<file path="src/rtl/serial_tx_arbiter_pkg.sv">
// Shared constants and FSM state type for the serial transmitter arbiter.
package serial_tx_pkg;
    localparam int DATA_W           = 7;
    localparam int MIN_FRAME_CYCLES = 10;

    typedef enum logic {
        IDLE = 1'b0,
        BUSY = 1'b1
    } state_t;
endpackage

</file>
<file path="src/rtl/serial_tx_arbiter_rr_pick.sv">
// Combinational round-robin picker: first set request strictly after ptr, wrapping.
// No state, no backpressure; any_req flags that at least one request is present.
module rr_pick
    import serial_tx_pkg::*;
#(
    parameter int NUM_REQ = 4,
    parameter int ID_W    = $clog2(NUM_REQ)
) (
    input  logic [NUM_REQ-1:0] req,
    input  logic [ID_W-1:0]    ptr,
    output logic [ID_W-1:0]    winner,
    output logic               any_req
);
    localparam logic [ID_W-1:0] LAST = ID_W'(NUM_REQ - 1);

    logic [ID_W-1:0] cand;
    logic            found;

    always_comb begin
        winner = '0;
        found  = 1'b0;
        cand   = (ptr == LAST) ? '0 : ptr + ID_W'(1);
        for (int i = 0; i < NUM_REQ; i++) begin
            if (!found && req[cand]) begin
                winner = cand;
                found  = 1'b1;
            end
            cand = (cand == LAST) ? '0 : cand + ID_W'(1);
        end
    end

    assign any_req = |req;
endmodule

</file>
<file path="src/rtl/serial_tx_arbiter.sv">
// Round-robin arbiter feeding one serial transmitter; grant 1 cycle after request, then holds off for FRAME_CYCLES.
// Requests are ignored while busy; SERIAL_TX_ARBITER_STATS_EN adds frame_count and req_wait_max.
module serial_tx_arbiter
    import serial_tx_pkg::*;
#(
    parameter int NUM_REQ      = 4,
    parameter int FRAME_CYCLES = 10,
    parameter int ID_W         = $clog2(NUM_REQ)
) (
    input  logic                      clk,
    input  logic                      rstn,
    input  logic [NUM_REQ-1:0]        req_valid,
    input  logic [DATA_W*NUM_REQ-1:0] req_data,
    output logic [NUM_REQ-1:0]        req_ack,
    output logic                      tx_start,
    output logic [DATA_W-1:0]         tx_data,
    output logic                      busy,
    output logic [ID_W-1:0]           grant_id
`ifdef SERIAL_TX_ARBITER_STATS_EN
    ,
    output logic [15:0]               frame_count,
    output logic [7:0]                req_wait_max
`endif
);
    localparam int              CNT_W    = $clog2(FRAME_CYCLES);
    localparam logic [CNT_W-1:0] CNT_LOAD = CNT_W'(FRAME_CYCLES - 2);

    if (NUM_REQ < 2 || NUM_REQ > 16 || FRAME_CYCLES < MIN_FRAME_CYCLES) begin : g_bad_param
        $error("serial_tx_arbiter: illegal NUM_REQ or FRAME_CYCLES");
    end

    logic [DATA_W-1:0] words [NUM_REQ];
    for (genvar g = 0; g < NUM_REQ; g++) begin : g_unpack
        assign words[g] = req_data[g*DATA_W +: DATA_W];
    end

    state_t             state, state_nxt;
    logic [CNT_W-1:0]   cnt, cnt_nxt;
    logic [ID_W-1:0]    ptr, ptr_nxt;
    logic [ID_W-1:0]    winner, gid_nxt;
    logic               any_req, start_nxt, busy_nxt;
    logic [NUM_REQ-1:0] ack_nxt;
    logic [DATA_W-1:0]  data_nxt;

    rr_pick #(.NUM_REQ(NUM_REQ), .ID_W(ID_W)) u_pick (
        .req     (req_valid),
        .ptr     (ptr),
        .winner  (winner),
        .any_req (any_req)
    );

    always_ff @(posedge clk or negedge rstn) begin
        if (!rstn) begin
            state    <= IDLE;
            cnt      <= '0;
            ptr      <= ID_W'(NUM_REQ - 1);
            tx_start <= 1'b0;
            req_ack  <= '0;
            tx_data  <= '0;
            busy     <= 1'b0;
            grant_id <= '0;
        end else begin
            state    <= state_nxt;
            cnt      <= cnt_nxt;
            ptr      <= ptr_nxt;
            tx_start <= start_nxt;
            req_ack  <= ack_nxt;
            tx_data  <= data_nxt;
            busy     <= busy_nxt;
            grant_id <= gid_nxt;
        end
    end

    // The slot counter loads FRAME_CYCLES-2 so the launch edge, the countdown and the
    // single IDLE arbitration edge add up to exactly FRAME_CYCLES between starts.
    always_comb begin
        state_nxt = state;
        cnt_nxt   = cnt;
        ptr_nxt   = ptr;
        start_nxt = 1'b0;
        ack_nxt   = '0;
        data_nxt  = tx_data;
        busy_nxt  = busy;
        gid_nxt   = grant_id;
        case (state)
            IDLE: begin
                if (any_req) begin
                    state_nxt = BUSY;
                    cnt_nxt   = CNT_LOAD;
                    ptr_nxt   = winner;
                    start_nxt = 1'b1;
                    ack_nxt   = NUM_REQ'(1) << winner;
                    data_nxt  = words[winner];
                    busy_nxt  = 1'b1;
                    gid_nxt   = winner;
                end
            end
            BUSY: begin
                if (cnt == '0) begin
                    state_nxt = IDLE;
                    busy_nxt  = 1'b0;
                end else begin
                    cnt_nxt = cnt - CNT_W'(1);
                end
            end
            default: state_nxt = IDLE;
        endcase
    end

`ifdef SERIAL_TX_ARBITER_STATS_EN
    logic [7:0] wait_cnt [NUM_REQ];
    logic [7:0] wait_sample;

    // Wait includes the grant edge itself; the ack cycle is not counted toward the next word.
    assign wait_sample = (wait_cnt[winner] == 8'hFF) ? 8'hFF : wait_cnt[winner] + 8'd1;

    always_ff @(posedge clk or negedge rstn) begin
        if (!rstn) begin
            frame_count  <= '0;
            req_wait_max <= '0;
            for (int i = 0; i < NUM_REQ; i++) wait_cnt[i] <= '0;
        end else begin
            if (start_nxt) begin
                frame_count <= frame_count + 16'd1;
                if (wait_sample > req_wait_max) req_wait_max <= wait_sample;
            end
            for (int i = 0; i < NUM_REQ; i++) begin
                if (ack_nxt[i] || !req_valid[i])
                    wait_cnt[i] <= '0;
                else if (!req_ack[i] && wait_cnt[i] != 8'hFF)
                    wait_cnt[i] <= wait_cnt[i] + 8'd1;
            end
        end
    end
`endif
endmodule

</file>
<file path="config.mk">
export PLATFORM = sky130hd
export DESIGN_NAME = serial_tx_arbiter
export DESIGN_NICKNAME = d
export VERILOG_FILES = /design/src/rtl/serial_tx_arbiter_pkg.sv /design/src/rtl/serial_tx_arbiter_rr_pick.sv /design/src/rtl/serial_tx_arbiter.sv
export SDC_FILE = /design/constraint.sdc
export NUM_CORES = 1
export LEC_CHECK = 0
export CORE_MARGIN = 1.5
export CORE_UTILIZATION = 30
export DETAILED_ROUTE_END_ITERATION = 6
export DONT_BUFFER_PORTS = 1
export GPL_TIMING_DRIVEN = 0
export SLEW_MARGIN = 20
export SYNTH_ARGS = -nofsm -noshare
export SYNTH_HDL_FRONTEND = slang
export SYNTH_SLANG_ARGS = --single-unit
</file>
<file path="constraint.sdc">
create_clock -name clk -period 5.5 [get_ports clk]
set_clock_uncertainty 0.15 [all_clocks]
set_input_delay 0.825 -clock clk [delete_from_list [all_inputs] [get_ports clk]]
set_output_delay 0.825 -clock clk [all_outputs]
set_load 0.005 [all_outputs]
</file>
Word level (Yosys, flattened, before mapping)
Cells that the tools add are included.
{ "totals": {"n_memories": 0, "latchBits": 0, "rom_bits": 0, "ramBits": 0, "inputBits": 34, "reg_bits": 22} }
{ "op_classes": {"n_mux": 34, "magnitude_cmp": 5, "n_reduce_logical": 11, "n_div": 0, "mul": 0, "n_addsub": 5, "shifts": 1, "eq_ne": 7, "bitwise_logic": 2} }
{ "op_table": {"columns": ["op", "count"], "rows": [
  ["$mux W2", 8],
  ["$mux W4", 4],
  ["$bmux W7 S2", 1],
  ["$mux W7", 2],
  ["$lt A2 B3 Y1 const B", 4],
  ["$mux W1", 12],
  ["$add A2 B1 Y2 const B", 4],
  ["$bmux W1 S2", 4],
  ["$eq A2 B2 Y1 const B", 4],
  ["$pmux W4 S2", 1],
  ["$reduce_and A2 Y1", 3],
  ["$logic_not A4 Y1", 1],
  ["$ne A2 B2 Y1 const B", 2],
  ["$pmux W1 S2", 2],
  ["$reduce_or A4 Y1", 1],
  ["$shl A1 B2 Y4 const A", 1],
  ["$sub A4 B1 Y4 const B", 1],
  ["$ge A3 B3 Y1 const B", 1],
  ["$logic_and A1 B1 Y1", 3],
  ["$logic_not A1 Y1", 3],
  ["$not A2 Y3", 1],
  ["$ne A2 B1 Y1 const B", 1],
  ["$not A1 Y1", 1]
]} }

Longest topological paths before layout
Gate-level depths: netlist of the first run.
{ "logic_depth": {"ltp_word": 18, "ltp_mapped": 11, "depth_no_buf": 7} }

Cells and area by module
From an unflattened synthesis of the first run, not the netlist that was laid out.
{ "hier_totals": {"cells_unflattened": 110, "area_unflattened_um2": 1167.4} }
{ "modules_own_cells": {"columns": ["module", "seq_area_each_um2", "area_per_inst_um2", "cells_each", "n_inst"], "rows": [
  ["serial_tx_arbiter", 553.0, 1059.8, 96, 1],
  ["rr_pick", 0.0, 107.6, 14, 1]
]} }

Worst setup path before layout of the first run
Ideal clock, no wire load.
{ "synth_path": {"path_type": "reg2reg", "startpoint": "register ptr[0]", "endpoint": "register tx_data[0]", "n_path_buf": 3, "path_stages_with_launch": 11, "arrival_ns": 2.542, "path_slack_ns": 2.682, "synth_period_minus_slack_ns": 2.818, "setup_ns": 0.126, "cell_sequence": "dfstp_2 > ha_1 > buf_6 > mux2_4 > a221oi_2 > nand3_1 > a311o_1 > buf_6 > and3_4 > buf_6 > a221o_1"} }
{ "synth_between": {"elab_chain_cells": 18} }
{ "synth_lines": {"columns": ["item", "line", "rtl"], "rows": [
  ["start, declared", "serial_tx_arbiter.sv:39", "logic [ID_W-1:0] ptr, ptr_nxt;"],
  ["start signal, assigned", "serial_tx_arbiter.sv:56", "ptr <= ID_W'(NUM_REQ - 1);"],
  ["start signal, assigned", "serial_tx_arbiter.sv:65", "ptr <= ptr_nxt;"],
  ["$add A2 B1 Y2 / $eq A2 B2 Y1 (equally long branches)", "serial_tx_arbiter_rr_pick.sv:22", "cand = (ptr == LAST) ? '0 : ptr + ID_W'(1);"],
  ["$mux W2 *", "serial_tx_arbiter_rr_pick.sv:22", null],
  ["branches (longest 11 deep; another with $add A2 B1 Y2)", null, null],
  ["$mux W2 *", "serial_tx_arbiter_rr_pick.sv:24", "if (!found && req[cand]) begin"],
  ["$not A2 Y3 (implied by the code) *", "serial_tx_arbiter.sv:93", "data_nxt = words[winner];"],
  ["$bmux W7 S2 *", "serial_tx_arbiter.sv:93", null],
  ["$mux W7 (implied by the code) * (2 in series)", "serial_tx_arbiter.sv:93", null],
  ["end signal, assigned", "serial_tx_arbiter.sv:68", "tx_data <= data_nxt;"],
  ["end, declared", "serial_tx_arbiter.sv:16", "output logic [DATA_W-1:0] tx_data,"]
]} }
Every way passes the cells marked *. The select of a mux whose other input is x is not followed.
A chain may end at the register's enable or synchronous reset.

Final worst setup path of the first run
{ "layout_path": {"startpoint": "register ptr[0]", "endpoint": "register tx_data[6]"} }
The elaborated chain is that of the path after synthesis.

==> impl_metrics.py, run 1 <==
metrics = {
    "cells_and_area": {
        "drive_gt1_share_pct": 18.35,
        "finalInstanceArea_um2": 1687,
        "nets": 196,
        "area_delta_synth_final_pct": 10.13,
        "insertedDiodeCount": 0,
        "fillers": 523,
    },
    "global_route": {
        "antenna_found_initial": 0,
        "overflow": 0,
        "grt_use_met3_pct": 3.659,
        "track_usage_pct": 15.12,
        "gr-usage-met2_pct": 22.92,
        "grt_pass1_vias": 1217,
        "grt_max_degree": 23,
        "grt_pass1_wl_um": 6320,
        "use_met1_pct": 21.26,
        "grt_busiest_layer": "met2",
    },
    "worst_setup_path": {
        "path_delay_family": "compound AO/OA/AOI/OAI gates",
        "cp_data_arrival_time_ns": 3.02,
        "slowest_delay_ns": 0.61,
        "slowest_stage": "dfstp_2",
        "worst-path-buf-inv": 3,
        "cp_common_cell": "buf_6",
        "setup.worst_path.end_class": "flip-flop",
        "crit_path_max_fanout": 10,
        "worstSetupStartpointType": "flip-flop",
        "cp.required_ns": 5.50,
        "path_cells": "ha_1 > buf_6 > mux2_4 > a221oi_2 > nand3_1 > a311o_1 > buf_6 > and3_4 > buf_6 > a221o_1",
        "path_class": "reg -> reg",
    },
    "power": {
        "pwr_density_cell_nw_per_um2": 685.1,
        "fin_total_pwr_mw": 1.156,
        "leakage_nw": 0.6675,
        "ir_drop_mv": 0.2001,
    },
    "placement": {
        "gp_congestion": 0.8620,
        "place_hpwl_um": 2857,
        "dpl_cell_area_um2": 1615,
        "portBuffers": 0,
    },
    "clock_tree": {
        "clock-sinks": 22,
        "numCtsBuffers": 3,
        "clockRootBuffer": "clkbuf_8",
        "ctsHtreeMaxLevel": 1,
        "cts_max_path_buffers": 2,
        "post_cts_resized": 0,
        "ctsHoldBuffers": 0,
        "cts_tree": "yes",
        "cts_setup_buffers": 0,
        "clk_latency_ns": 0.26,
        "clkTransAtPathRegs_ns": 0.08,
    },
    "floorplanning": {
        "die_width_um": 74.45,
        "die-area_um2": 5543,
        "coreArea_um2": 4817,
        "ios": 49,
        "die_y_um": 74.45,
        "initial_core_util_pct": 31.79,
        "rows": 25,
    },
    "run": {
        "maxCapViolations": 0,
    },
    "detailed_routing": {
        "viasPerCell": 5.649,
        "drtAntennaViolNets": 0,
        "drc": 0,
        "routedWlPerCell_um": 17.35,
        "drt_first_iter_violations": 79,
        "wirelength_um": 3903,
        "drtPass1Iterations": 4,
        "via_count": 1271,
    },
    "sta": {
        "period_share_pct": 54.93,
        "rsz0062_at_grt": "false",
        "final.setup.tns_ns": 0,
        "hold_violations": 0,
        "final_max_slew_viol_count": 0,
        "tightest_slew_ns": 0.8540,
        "slew_headroom_pct": 42.82,
        "fmax_mhz": 331.0,
        "report.final.setup_viol": 0,
        "fin_crit_ns": 3.021,
    },
    "logic_synthesis": {
        "synth_async_sr_flop_share_pct": 100.0,
        "yosys_warnings": 0,
        "synthCells": 154,
        "syn_nets": 191,
        "seq_area_frac_synth_pct": 36.11,
        "synth_top_area_share_pct": 32.68,
        "synth_edf_count": 0,
        "avgSynthCellArea_um2": 9.945,
        "synth_flop_cell": "dfrtp_1",
        "synth_cell_types": 51,
        "synth-seq-cells": 22,
        "syn-cell-area_um2": 1531,
        "synth.area.top_cells": "dfrtp_1 (33%), a221o_1 (4.6%), mux2_1 (4.4%)",
        "yosys.area.top_type": "dfrtp_1",
    },
    "worst_hold_path": {
        "min_path_type": "in -> async",
    },
    "run_status": {
        "outcome": "completed",
    },
}
cells by family (layout without fill, tap and decap cells):
kind of cell / count (synthesis) / count (layout) / synth area share [%]
mux: 15 / 15 / 11.68
compound gates: 42 / 42 / 21.81
simple gates: 53 / 53 / 19.12
fa+ha+maj: 3 / 3 / 2.451
xor+xnor: 2 / 2 / 1.634
flops: 22 / 22 / 36.11
buf+inv: 17 / 21 / 7.189
cells in the mapped netlist (2+ instances only):
master     number
a221oi_1        7
a221o_1         7
dfrtp_1        20
mux2_2          3
mux2_1          6
a21oi_1         3
o21ai_0        10
nand4bb_1       2
a31oi_1         3
buf_2           4
and2_1          2
nor4_1          2
nand3_1        10
inv_1           4
buf_6           5
dfstp_2         2
and2b_1         2
nor2_1         14
nor3_1          3
clkbuf_1        2
nand2_1         8
ha_1            3
mux2i_1         4
sequential cells by signal (all words and copies together) (netlist names):
register,cells
req_ack,4
busy,1
tx_start,1
grant_id,2
ptr,2
cnt,4
tx_data,7
state,1
power breakdown:
group | leakage [nW] | total, mW | switching [mW] | internal, mW
clock | 0.0357 | 0.151 | 0.0541 | 0.0972
sequential | 0.266 | 0.302 | 0.0606 | 0.242
combinational | 0.366 | 0.702 | 0.374 | 0.328
total | 0.667 | 1.16 | 0.489 | 0.667
per-stage QoR:
stage | setup slack [ns] | instances | utilization, % | hold WS, ns
floorplan | 2.682 | 154 | - | 0.3223
global placement | 2.487 | 221 | 33.53 | 0.3402
detailed placement | 2.475 | 221 | 33.53 | 0.3525
CTS | 2.469 | 225 | 35.01 | 0.08940
global route | 2.365 | 225 | 35.01 | 0.07421
finish | 2.479 | 225 | 35.01 | 0.09631
worst paths after layout:
path | from | endpoint | slack [ns] | cells past startpoint
max reg2reg | ptr[0] | tx_data[6] | 2.48 | 10
max | ptr[0] | tx_data[6] | 2.48 | 10
max in group asynchronous | rstn | ptr[0] | 4.93 | 0
min in group clk | ptr[1] | ptr[1] | 0.36 | 2
min | rstn | req_ack[1] | 0.1 | 0
min reg2reg | ptr[1] | ptr[1] | 0.36 | 2
cells in the final DEF (no fill, tap or decap), types with 5 or more instances in the layout:
cell,synthesis,layout
a221o_1,7,7
nand3_1,10,10
dfrtp_1,20,20
mux2_1,6,6
a221oi_1,7,7
o21ai_0,10,10
nand2_1,8,8
nor2_1,14,14
buf_6,5,5
area by class of cell:
| cell class | instances | area [um^2] | share of cell area [%] |
|---|---|---|---|
| inverter | 5 | 18.77 | 1.113 |
| clock inverter | 1 | 30.03 | 1.780 |
| sequential | 22 | 553.0 | 32.79 |
| tap | 67 | 83.83 | 4.970 |
| multi-input combinational | 115 | 868.3 | 51.48 |
| clock buffer | 3 | 41.29 | 2.448 |
| buffer | 12 | 91.34 | 5.415 |
layer usage:
metal | up-vias | routed length, um | share of wire, %
met5 | - | 0 | 0
met4 | 0 | 70 | 1.8
met3 | 8 | 306 | 7.8
met2 | 53 | 1756 | 45
met1 | 602 | 1770 | 45
li1 | 608 | - | -
Note: power is estimated with default switching activity, not from simulation.
==> inputs of run 2 (changes only) <==
==> constraint.sdc (replaced) <==
create_clock -name clk -period 3 [get_ports clk]
set_clock_uncertainty 0.15 [all_clocks]
set_input_delay 0.45 -clock clk [delete_from_list [all_inputs] [get_ports clk]]
set_output_delay 0.45 -clock clk [all_outputs]
set_load 0.005 [all_outputs]
==> run 2 against run 1 <==
Effect of this change: the run now ends with hold timing left; design area grew 3.8%; die area is the same; hold slack lost 0.11 ns; sequential share of layout area shrank 1.2 points; clock power grew 85%; final cell count grew 2.2%; via count grew 2.1%; flip-flop and latch count is the same; combinational power grew 100%; largest cell class unchanged.
==> impl_metrics.py, run 2 (same netlist as run 1, synthesis figures left out) <==
metrics = {
    "sta": {
        "slew_headroom_pct": 42.45,
        "rsz0062_at_grt": "false",
        "report.final.setup_viol": 0,
        "final_max_slew_viol_count": 0,
        "tightest_slew_ns": 0.8594,
        "whs_ns": -0.009521,
        "fmax_mhz": 346.0,
        "fin_crit_ns": 2.890,
        "final.setup.tns_ns": 0,
        "hold_violations": 20,
        "setup_ws_ns": 0.1102,
        "period_share_pct": 96.33,
    },
    "placement": {
        "gp_congestion": 0.8620,
        "portBuffers": 0,
        "dpl_cell_area_um2": 1615,
        "place_ws_ns": -0.008010,
        "place_hpwl_um": 2857,
    },
    "worst_setup_path": {
        "path_delay_family": "compound AO/OA/AOI/OAI gates",
        "r2r-start": "ptr[1]",
        "path_class": "reg -> reg",
        "cp_common_cell": "buf_6",
        "path_cells": "ha_1 > buf_6 > mux2_4 > a221oi_4 > nand3_1 > a311o_1 > buf_6 > and3_4 > buf_6 > a221o_1",
        "reg2reg_depth": 10,
        "slowest_delay_ns": 0.54,
        "cp_data_arrival_time_ns": 2.90,
        "reg2reg_to": "tx_data[6]",
        "slowest_stage": "dfstp_2",
        "setup.worst_path.end_class": "flip-flop",
        "regToRegSetupSlack_ns": 0.11,
        "crit_path_max_fanout": 10,
        "crit_start": "ptr[1]",
        "worst-path-buf-inv": 3,
        "worstSetupStartpointType": "flip-flop",
        "cp.required_ns": 3.01,
    },
    "cells_and_area": {
        "layout_common_cells": "dfrtp_1 (20), nor2_1 (14), nand3_1 (10), o21ai_0 (10), nand2_1 (8)",
        "layout_commonest_cell": "dfrtp_1",
        "fillers": 517,
        "finalInstanceArea_um2": 1750,
        "nets": 201,
        "register_area_um2": 553.0,
        "area_delta_synth_final_pct": 14.30,
        "drive_gt1_share_pct": 21.47,
        "largest_register": "tx_data",
        "insertedDiodeCount": 0,
        "largestRegisters": "tx_data (7), cnt (4), req_ack (4)",
        "largest_reg_flops": 7,
        "multi_input_area_um2": 897.1,
    },
    "clock_tree": {
        "clockRootBuffer": "clkbuf_8",
        "numCtsBuffers": 3,
        "clock-sinks": 22,
        "cts_max_path_buffers": 2,
        "cts_tree": "yes",
        "clk_latency_ns": 0.27,
        "ctsHtreeMaxLevel": 1,
        "clkTransAtPathRegs_ns": 0.08,
    },
    "power": {
        "leakage_nw": 0.6977,
        "ir_drop_mv": 0.4390,
        "pwr_density_cell_nw_per_um2": 1274,
    },
    "floorplanning": {
        "ios": 49,
        "coreArea_um2": 4817,
        "die-area_um2": 5543,
        "die_width_um": 74.45,
        "die_y_um": 74.45,
        "initial_core_util_pct": 31.79,
        "rows": 25,
    },
    "global_route": {
        "grt_pass1_vias": 1245,
        "grt_pass1_wl_um": 6465,
        "overflow": 0,
        "antenna_found_initial": 0,
        "track_usage_pct": 15.46,
        "grt_max_degree": 23,
    },
    "detailed_routing": {
        "drtPass1Iterations": 4,
        "drc": 0,
        "via_count": 1298,
        "drt_first_iter_violations": 91,
        "wirelength_um": 3969,
        "viasPerCell": 5.643,
        "drtAntennaViolNets": 0,
        "routedWlPerCell_um": 17.26,
    },
    "run": {
        "maxCapViolations": 0,
    },
    "run_status": {
        "outcome": "finished, violations left",
        "violations": "hold timing",
    },
    "worst_hold_path": {
        "min_path_type": "in -> async",
    },
}
-- run 2: cell count changes in the layout (fill, tap and decap cells not counted), sizes merged --
cell,delta
buf,+5
-- run 2: stage by stage --
step,utilization (%),power [mW],cells,hold slack [ns]
floorplan,-,1.586,154,0.004409
global placement,33.53,1.831,221,0.004823
detailed placement,33.53,1.843,221,0.004801
finish,36.34,2.230,230,-0.009521
global route,36.34,2.405,230,0.02026
CTS,35.97,2.194,230,0.2905
-- run 2: layout make-up --
type | count | share of cell area (%)
flip-flops and latches | 22 | 31.59
plain buffers | 12 | 5.218
clock inverters | 1 | 1.716
clock buffers | 3 | 2.359
well taps | 67 | 4.789
multi-input cells | 115 | 51.25
inverters | 5 | 1.072
repair buffers | 5 | 2.001
-- run 2: report_power, final --
group	internal, mW	total (mW)	switching [mW]
Combinational	0.662	1.41	0.743
Sequential	0.442	0.544	0.102
Clock	0.178	0.280	0.102
Total	1.28	2.23	0.947
-- run 2: timing repair --
item	in CTS	in global routing
hold endpoints to repair	22	0
pin swaps	0	2
resized for setup	1	2
gates cloned	0	0
endpoints found under the setup margin	7	7
hold buffers	1	0
buffers inserted	4	0
-- run 2: how the worst max path moves through the flow --
stage	end	cells after the start	slack, ns
2_1_floorplan	tx_data[0]	10	0.18
4_1_cts	tx_data[6]	10	0.07
5_1_grt	tx_data[0]	10	0.009
6_report	tx_data[6]	10	0.11
3_5_place_dp	tx_data[4]	9	-0.008
3_3_place_gp	tx_data[5]	9	0.02
-- run 2: metal layers --
layer  up-vias  part of all wire (%)  global-route usage (%)
li1        614                     -                       -
met1       621                    46                   21.67
met2        53                    45                   23.21
met3        10                   7.0                   3.794
met4         0                   2.0                   5.455
met5         -                     0                       0
